`src/rtl/vga_pkg.sv`:
```
// Shared timing constants, colour width and update-FSM encoding for the VGA display controller.
package vga_pkg;

  localparam int H_ACTIVE = 640;
  localparam int V_ACTIVE = 480;
  localparam int H_TOTAL  = 800;
  localparam int V_TOTAL  = 525;
  localparam int CNT_W    = 10;
  localparam int RGB_W    = 12;
  localparam int N_LAYERS = 4;

  typedef enum logic [1:0] {
    SCAN = 2'd0,
    REQ  = 2'd1,
    DONE = 2'd2
  } upd_state_e;

endpackage

```
`src/rtl/vga_layer_mux.sv`:
```
// Two-stage fixed-priority layer mux with a matching sync/DE delay line.
// Stage 1 captures the inputs, stage 2 resolves the colour, so every output lags the counts by two clocks.
module vga_layer_mux #(
  parameter int              N_LAYERS = vga_pkg::N_LAYERS,
  parameter int              RGB_W    = vga_pkg::RGB_W,
  parameter logic [RGB_W-1:0] BG_RGB  = '0
) (
  input  logic                      pxl_clk,
  input  logic                      reset,
  input  logic                      active,
  input  logic                      hsync_in,
  input  logic                      vsync_in,
  input  logic [N_LAYERS-1:0]       layer_valid,
  input  logic [N_LAYERS*RGB_W-1:0] layer_rgb,
  output logic [RGB_W-1:0]          rgb_out,
  output logic                      hsync_out,
  output logic                      vsync_out,
  output logic                      de_out
);

  logic                      active_d, active_q;
  logic                      hs1_d, hs1_q, vs1_d, vs1_q;
  logic [N_LAYERS-1:0]       valid_d, valid_q;
  logic [N_LAYERS*RGB_W-1:0] lrgb_d, lrgb_q;

  logic [RGB_W-1:0]          rgb_d, rgb_q;
  logic                      de_d, de_q;
  logic                      hs2_d, hs2_q, vs2_d, vs2_q;
  logic [RGB_W-1:0]          pix_rgb;

  always_comb begin
    // NOTE: every always_comb output gets a default first so no path can infer a latch.
    pix_rgb = BG_RGB;
    // Walk from the lowest priority upward so the lowest valid index is written last and wins.
    for (int i = N_LAYERS - 1; i >= 0; i--) begin
      if (valid_q[i]) pix_rgb = lrgb_q[i*RGB_W +: RGB_W];
    end

    active_d = active;
    hs1_d    = hsync_in;
    vs1_d    = vsync_in;
    valid_d  = layer_valid;
    lrgb_d   = layer_rgb;

    rgb_d    = active_q ? pix_rgb : '0;
    de_d     = active_q;
    hs2_d    = hs1_q;
    vs2_d    = vs1_q;
  end

  always_ff @(posedge pxl_clk) begin
    if (reset) begin
      // Syncs are active-low, so their idle reset value is 1.
      active_q <= 1'b0;
      hs1_q    <= 1'b1;
      vs1_q    <= 1'b1;
      valid_q  <= '0;
      lrgb_q   <= '0;
      rgb_q    <= '0;
      de_q     <= 1'b0;
      hs2_q    <= 1'b1;
      vs2_q    <= 1'b1;
    end else begin
      // NOTE: non-blocking assignments let every stage sample the previous stage's old value.
      active_q <= active_d;
      hs1_q    <= hs1_d;
      vs1_q    <= vs1_d;
      valid_q  <= valid_d;
      lrgb_q   <= lrgb_d;
      rgb_q    <= rgb_d;
      de_q     <= de_d;
      hs2_q    <= hs2_d;
      vs2_q    <= vs2_d;
    end
  end

  assign rgb_out   = rgb_q;
  assign de_out    = de_q;
  assign hsync_out = hs2_q;
  assign vsync_out = vs2_q;

endmodule

```
`src/rtl/vga_display_ctrl.sv`:
```
// VGA display scheduler: layer arbitration on the pixel path and one game-logic update window per
// frame, opened at the first vertical-blank line and closed by upd_ack or the frame wrap.
module vga_display_ctrl #(
  parameter int               N_LAYERS = vga_pkg::N_LAYERS,
  parameter int               RGB_W    = vga_pkg::RGB_W,
  parameter int               H_ACTIVE = vga_pkg::H_ACTIVE,
  parameter int               V_ACTIVE = vga_pkg::V_ACTIVE,
  parameter logic [RGB_W-1:0] BG_RGB   = '0
) (
  input  logic                      pxl_clk,
  input  logic                      reset,
  input  logic [9:0]                hcount,
  input  logic [9:0]                vcount,
  input  logic                      hsync_in,
  input  logic                      vsync_in,
  input  logic [N_LAYERS-1:0]       layer_valid,
  input  logic [N_LAYERS*RGB_W-1:0] layer_rgb,
  input  logic                      upd_ack,
  output logic                      upd_req,
  output logic [RGB_W-1:0]          rgb_out,
  output logic                      hsync_out,
  output logic                      vsync_out,
  output logic                      de_out,
  output logic                      frame_start,
  output logic [7:0]                missed_cnt
);

  import vga_pkg::*;

  logic       active;
  logic       wrap;
  logic       blank_entry;
  logic       miss;

  upd_state_e state_d, state_q;
  logic       upd_req_d, upd_req_q;
  logic       frame_start_d, frame_start_q;
  logic [7:0] missed_d, missed_q;

  assign active      = (hcount < 10'(H_ACTIVE)) && (vcount < 10'(V_ACTIVE));
  assign wrap        = (hcount == 10'd0) && (vcount == 10'd0);
  assign blank_entry = (hcount == 10'd0) && (vcount == 10'(V_ACTIVE));

  vga_layer_mux #(
    .N_LAYERS (N_LAYERS),
    .RGB_W    (RGB_W),
    .BG_RGB   (BG_RGB)
  ) u_layer_mux (
    .pxl_clk     (pxl_clk),
    .reset       (reset),
    .active      (active),
    .hsync_in    (hsync_in),
    .vsync_in    (vsync_in),
    .layer_valid (layer_valid),
    .layer_rgb   (layer_rgb),
    .rgb_out     (rgb_out),
    .hsync_out   (hsync_out),
    .vsync_out   (vsync_out),
    .de_out      (de_out)
  );

  always_comb begin
    state_d = state_q;
    miss    = 1'b0;
    unique case (state_q)
      SCAN: if (blank_entry) state_d = SCAN == SCAN ? REQ : SCAN;
      REQ: begin
        // An ack in the wrap cycle still counts as served.
        if (upd_ack) begin
          state_d = DONE;
        end else if (wrap) begin
          state_d = SCAN;
          miss    = 1'b1;
        end
      end
      DONE:    if (wrap) state_d = SCAN;
      default: state_d = SCAN;
    endcase

    upd_req_d     = (state_d == REQ);
    frame_start_d = wrap;
    missed_d      = (miss && (missed_q != 8'hFF)) ? missed_q + 8'd1 : missed_q;
  end

  always_ff @(posedge pxl_clk) begin
    if (reset) begin
      state_q       <= SCAN;
      upd_req_q     <= 1'b0;
      frame_start_q <= 1'b0;
      missed_q      <= '0;
    end else begin
      state_q       <= state_d;
      upd_req_q     <= upd_req_d;
      frame_start_q <= frame_start_d;
      missed_q      <= missed_d;
    end
  end

  assign upd_req     = upd_req_q;
  assign frame_start = frame_start_q;
  assign missed_cnt  = missed_q;

endmodule

```
`config.mk`:
```
export PLATFORM = sky130hd
export DESIGN_NAME = vga_display_ctrl
export DESIGN_NICKNAME = d
export VERILOG_FILES = /design/src/rtl/vga_pkg.sv /design/src/rtl/vga_layer_mux.sv /design/src/rtl/vga_display_ctrl.sv
export SDC_FILE = /design/constraint.sdc
export NUM_CORES = 1
export LEC_CHECK = 0
export CAP_MARGIN = 0
export CORE_MARGIN = 4
export CORE_UTILIZATION = 41
export CTS_BUF_LIST = sky130_fd_sc_hd__clkbuf_2 sky130_fd_sc_hd__clkbuf_4 sky130_fd_sc_hd__clkbuf_8
export CTS_CLUSTER_DIAMETER = 150
export DETAILED_ROUTE_END_ITERATION = 8
export GPL_TIMING_DRIVEN = 0
export PLACE_DENSITY = 0.77
export SLEW_MARGIN = 20
export SYNTH_ARGS = -nofsm -noshare
export SYNTH_HDL_FRONTEND = slang
export SYNTH_SLANG_ARGS = --single-unit
export TNS_END_PERCENT = 100
```
`constraint.sdc`:
```
create_clock -name pxl_clk -period 2.1 [get_ports pxl_clk]
set_input_delay 0.42 -clock pxl_clk [delete_from_list [all_inputs] [get_ports pxl_clk]]
set_output_delay 0.42 -clock pxl_clk [all_outputs]
set_load 0.05 [all_outputs]
```
==> flow_metrics.env <==
export IMPL_status="finished, final reports clean"
export IMPL_synth_cell_types=31
export IMPL_ios=102
export IMPL_relSlewSlack_pct=59.3
export IMPL_cts_tree="built"
export IMPL_cp_required_ps=2370
export IMPL_slowest_stage="clkdlybuf4s50_1"
export IMPL_wirelength_um=6800
export IMPL_worstSetupPathType="in2reg"
export IMPL_synth_warnings=0
export IMPL_cts_buffer_depth=2
export IMPL_synth_nets=352
export IMPL_clkPwrFrac_pct=34.9
export IMPL_utilization_pct=64.2
export IMPL_ys_ff_latch=82
export IMPL_fin_crit_sh_pct=98.0
export IMPL_setup_slack_ps=41.9
export IMPL_critical_path_buf_inv_count=1
export IMPL_dr_pass1_iters=7
export IMPL_cp_data_arrival_time_ps=2320
export IMPL_hold_violations=0
export IMPL_wl_per_cell_um=14.4
export IMPL_drcViolationCount=0
export IMPL_p_sw_w=0.000680
export IMPL_grt_pass1_wl_um=10700
export IMPL_gp_congestion=0.835
export IMPL_combPwrFrac_pct=10.9
export IMPL_ys_seq_area_share_pct=58.5
export IMPL_power_leakage_nw=1.55
export IMPL_rows=29
export IMPL_synth_most_common_cell="dfxtp_1"
export IMPL_die_area_um2=8230
export IMPL_synth_top_area_share_pct=58.5
export IMPL_initial_core_util_pct=43.2
export IMPL_finalSetupViolations=0
export IMPL_drtIter0Drc=52
export IMPL_antenna_found_initial=0
export IMPL_seqPwrFrac_pct=54.3
export IMPL_syn_instance_count=274
export IMPL_core_um2=6490
export IMPL_synth_common_cells="dfxtp_1, nor2b_1, nor2_1"
export IMPL_postRouteAntennaNets=0
export IMPL_fillerInstances=550
export IMPL_regArea_um2=1640
export IMPL_cp_end_kind="register"
export IMPL_vias_per_cell=4.96
export IMPL_grt_max_degree=14
export IMPL_tns_ps=0
export IMPL_crit_start="hcount[0]"
export IMPL_port_buffers=101
export IMPL_multi_input_area_um2=1130
export IMPL_grt_ovfl_total=0
export IMPL_drv_slew=0
export IMPL_synth_largest_area_cell="dfxtp_1"
export IMPL_clock_latency_ps=330
export IMPL_internal_power_w=0.00233
export IMPL_cap_viol_max_count=0
export IMPL_path_depth=6
export IMPL_first_global_vias=2376
export IMPL_area_growth_pct=48.8
export IMPL_die_h_um=90.7
export IMPL_drive_gt1_share_pct=8.33
export IMPL_hpwlAfterDp_um=5150
export IMPL_ir_drop_mv=0.434
export IMPL_chipWidth_um=90.7
export IMPL_hp_class="reg2reg"
export IMPL_endpoint="missed_cnt[6]$_SDFFE_PP0P_"
export IMPL_start_kind="input pin"
export IMPL_cp_top_family="simple AND/OR/NAND/NOR gates"
export IMPL_final_nets=469
export IMPL_swShare_pct=22.5
export IMPL_syn_mean_instance_area_um2=10.2
export IMPL_worstPathCellList="clkdlybuf4s50_1 > nor4_4 > nand4_4 > nor3_4 > or4b_1 > a21oi_1"
export IMPL_clock_sinks=82
export IMPL_path_max_fanout=6
export IMPL_rrSetupSlack_ps=190
export IMPL_synth_area_um2=2800
export IMPL_cts_root_buf="clkbuf_8"
export IMPL_reg2reg_from="missed_cnt[0]$_SDFFE_PP0P_"
export IMPL_cts_buffers=9
export IMPL_period_needed_ps=2060
export IMPL_synthArstFlopShare_pct=0
export IMPL_grtUsageTotal_pct=16.4
export IMPL_htree_levels=3
export IMPL_fmax_ghz=0.486
export IMPL_slowest_delay_ps=450
export IMPL_antenna_cells=0
export IMPL_place_ws_ps=-370
export IMPL_r2r_end="missed_cnt[6]$_SDFFE_PP0P_"
export IMPL_tightest_slew_ps=606
export IMPL_clock_skew_ps=7.82
export IMPL_ys_top_cells_by_area="dfxtp_1, nor2b_1, a221oi_1, nor2_1, nor3_1"
export IMPL_worstRegToRegCells=6
export IMPL_num_vias=2346
export IMPL_synth_edf_count=0
export IMPL_power_density_nw_per_um2=722
export IMPL_path_clk_slew_ps=80
export IMPL_dominantRegCellSynth="dfxtp_1"
## cell usage in the layout (no fill, tap or decap)
| cell | synthesis | layout |
|---|---|---|
| clkdlybuf4s50_1 | 0 | 101 |
| dfxtp_1 | 82 | 82 |
| nor2b_1 | 65 | 65 |
| nor2_1 | 22 | 22 |
| nor3_1 | 16 | 16 |
| a21oi_1 | 15 | 15 |
| clkbuf_1 | 14 | 14 |
| clkbuf_8 | 0 | 12 |
| a221oi_1 | 11 | 11 |
| or2_2 | 5 | 5 |
| xnor2_1 | 5 | 5 |
| buf_4 | 0 | 5 |
| nor4_1 | 4 | 4 |
| inv_1 | 3 | 3 |
| nor4_4 | 1 | 3 |
| nand2_1 | 3 | 3 |
| nand3_1 | 3 | 3 |
| and3_1 | 3 | 3 |
| nand4_1 | 2 | 2 |
| nand2b_1 | 2 | 2 |
| mux2i_1 | 2 | 2 |
| o21ai_0 | 2 | 2 |
| nand3b_1 | 2 | 2 |
| clkinv_2 | 0 | 2 |
| clkinvlp_4 | 0 | 2 |
| nand4_4 | 0 | 1 |
| a31oi_1 | 1 | 1 |
| nor3b_1 | 1 | 1 |
| o21ai_1 | 1 | 1 |
| o41ai_2 | 0 | 1 |
| nor3_4 | 1 | 1 |
| or4b_1 | 1 | 1 |
| a31o_2 | 1 | 1 |
| and3b_1 | 1 | 1 |
| ha_1 | 1 | 1 |
## metrics by stage
step                      total power [W]  cells  instance area, µm²  hold slack [ps]
after floorplan                   0.00180    274                2800              389
after global placement            0.00199    452                3910              397
after detailed placement          0.00200    452                3910              392
after CTS                         0.00303    468                4100              410
after global routing              0.00314    473                4170              440
final                             0.00301    473                4170              410
## registers in the layout, summed over array words and instances, names as in the netlist
name / cells
u_layer_mux.lrgb_q: 48
u_layer_mux.rgb_out: 12
missed_cnt: 8
u_layer_mux.valid_q: 4
state_q: 2
frame_start: 1
u_layer_mux.active_q: 1
u_layer_mux.de_out: 1
u_layer_mux.hs1_q: 1
u_layer_mux.hsync_out: 1
u_layer_mux.vs1_q: 1
u_layer_mux.vsync_out: 1
upd_req: 1
## how the worst min path moves through the flow
stage,start,end,slack (ps),cells past startpoint
2_1_floorplan,u_layer_mux.hs1_q$_SDFF_PP1_,u_layer_mux.hsync_out$_SDFF_PP1_,390,1
3_3_place_gp,u_layer_mux.vs1_q$_SDFF_PP1_,u_layer_mux.vsync_out$_SDFF_PP1_,400,1
3_5_place_dp,u_layer_mux.hs1_q$_SDFF_PP1_,u_layer_mux.hsync_out$_SDFF_PP1_,390,1
4_1_cts,u_layer_mux.hs1_q$_SDFF_PP1_,u_layer_mux.hsync_out$_SDFF_PP1_,410,1
5_1_grt,u_layer_mux.vs1_q$_SDFF_PP1_,u_layer_mux.vsync_out$_SDFF_PP1_,440,1
6_report,u_layer_mux.hs1_q$_SDFF_PP1_,u_layer_mux.hsync_out$_SDFF_PP1_,410,1
## power by group through the flow
stage | logic, W | clock network (W) | registers (W)
floorplan | 0.000114 | 0 | 0.00169
global placement | 0.000319 | 0 | 0.00167
detailed placement | 0.000324 | 0 | 0.00167
CTS | 0.000326 | 0.00107 | 0.00164
global route | 0.000356 | 0.00114 | 0.00164
finish | 0.000327 | 0.00105 | 0.00164
## what timing repair did
item | in CTS | in global routing
buffers inserted | 0 | 5
setup endpoints to repair | 1 | 1
gates resized for setup | 0 | 4
pin swaps | 1 | 2
hold buffers | 0 | 0
cloned | 0 | 0
## worst register-to-register path, cell delays in order, from the launching register on
cell and delay (ps):
dfxtp_1 350, ha_1 220, nand3_1 160, o21ai_1 250
nor3_4 250, or4b_1 450, a21oi_1 150
## routing by layer
layer | share of wire, % | vias up | global-route usage, %
li1 | - | 1165 | -
met1 | 41 | 1084 | 18.1
met2 | 50 | 81 | 28.8
met3 | 5.9 | 16 | 4.25
met4 | 2.7 | 0 | 8.42
met5 | 0 | - | 0
## final cells by class
type | count | area share, %
timing repair buffer | 106 | 25.1
clock buffer | 12 | 3.96
tap | 77 | 2.31
sequential | 82 | 39.3
buffer | 14 | 1.26
multi-input combinational | 175 | 27.1
inverter | 3 | 0.270
clock inverter | 4 | 0.600
## cell families after synthesis
group | share of synthesized area [%]
xor gates and xnor gates | 1.56
adders and majority gates | 0.446
muxes | 0.714
DFF | 58.5
buffers and inverters | 2.28
AOI/OAI and AO/OA | 7.50
and+or+nand+nor | 29.0
Note: power is estimated with default switching activity, not from simulation.
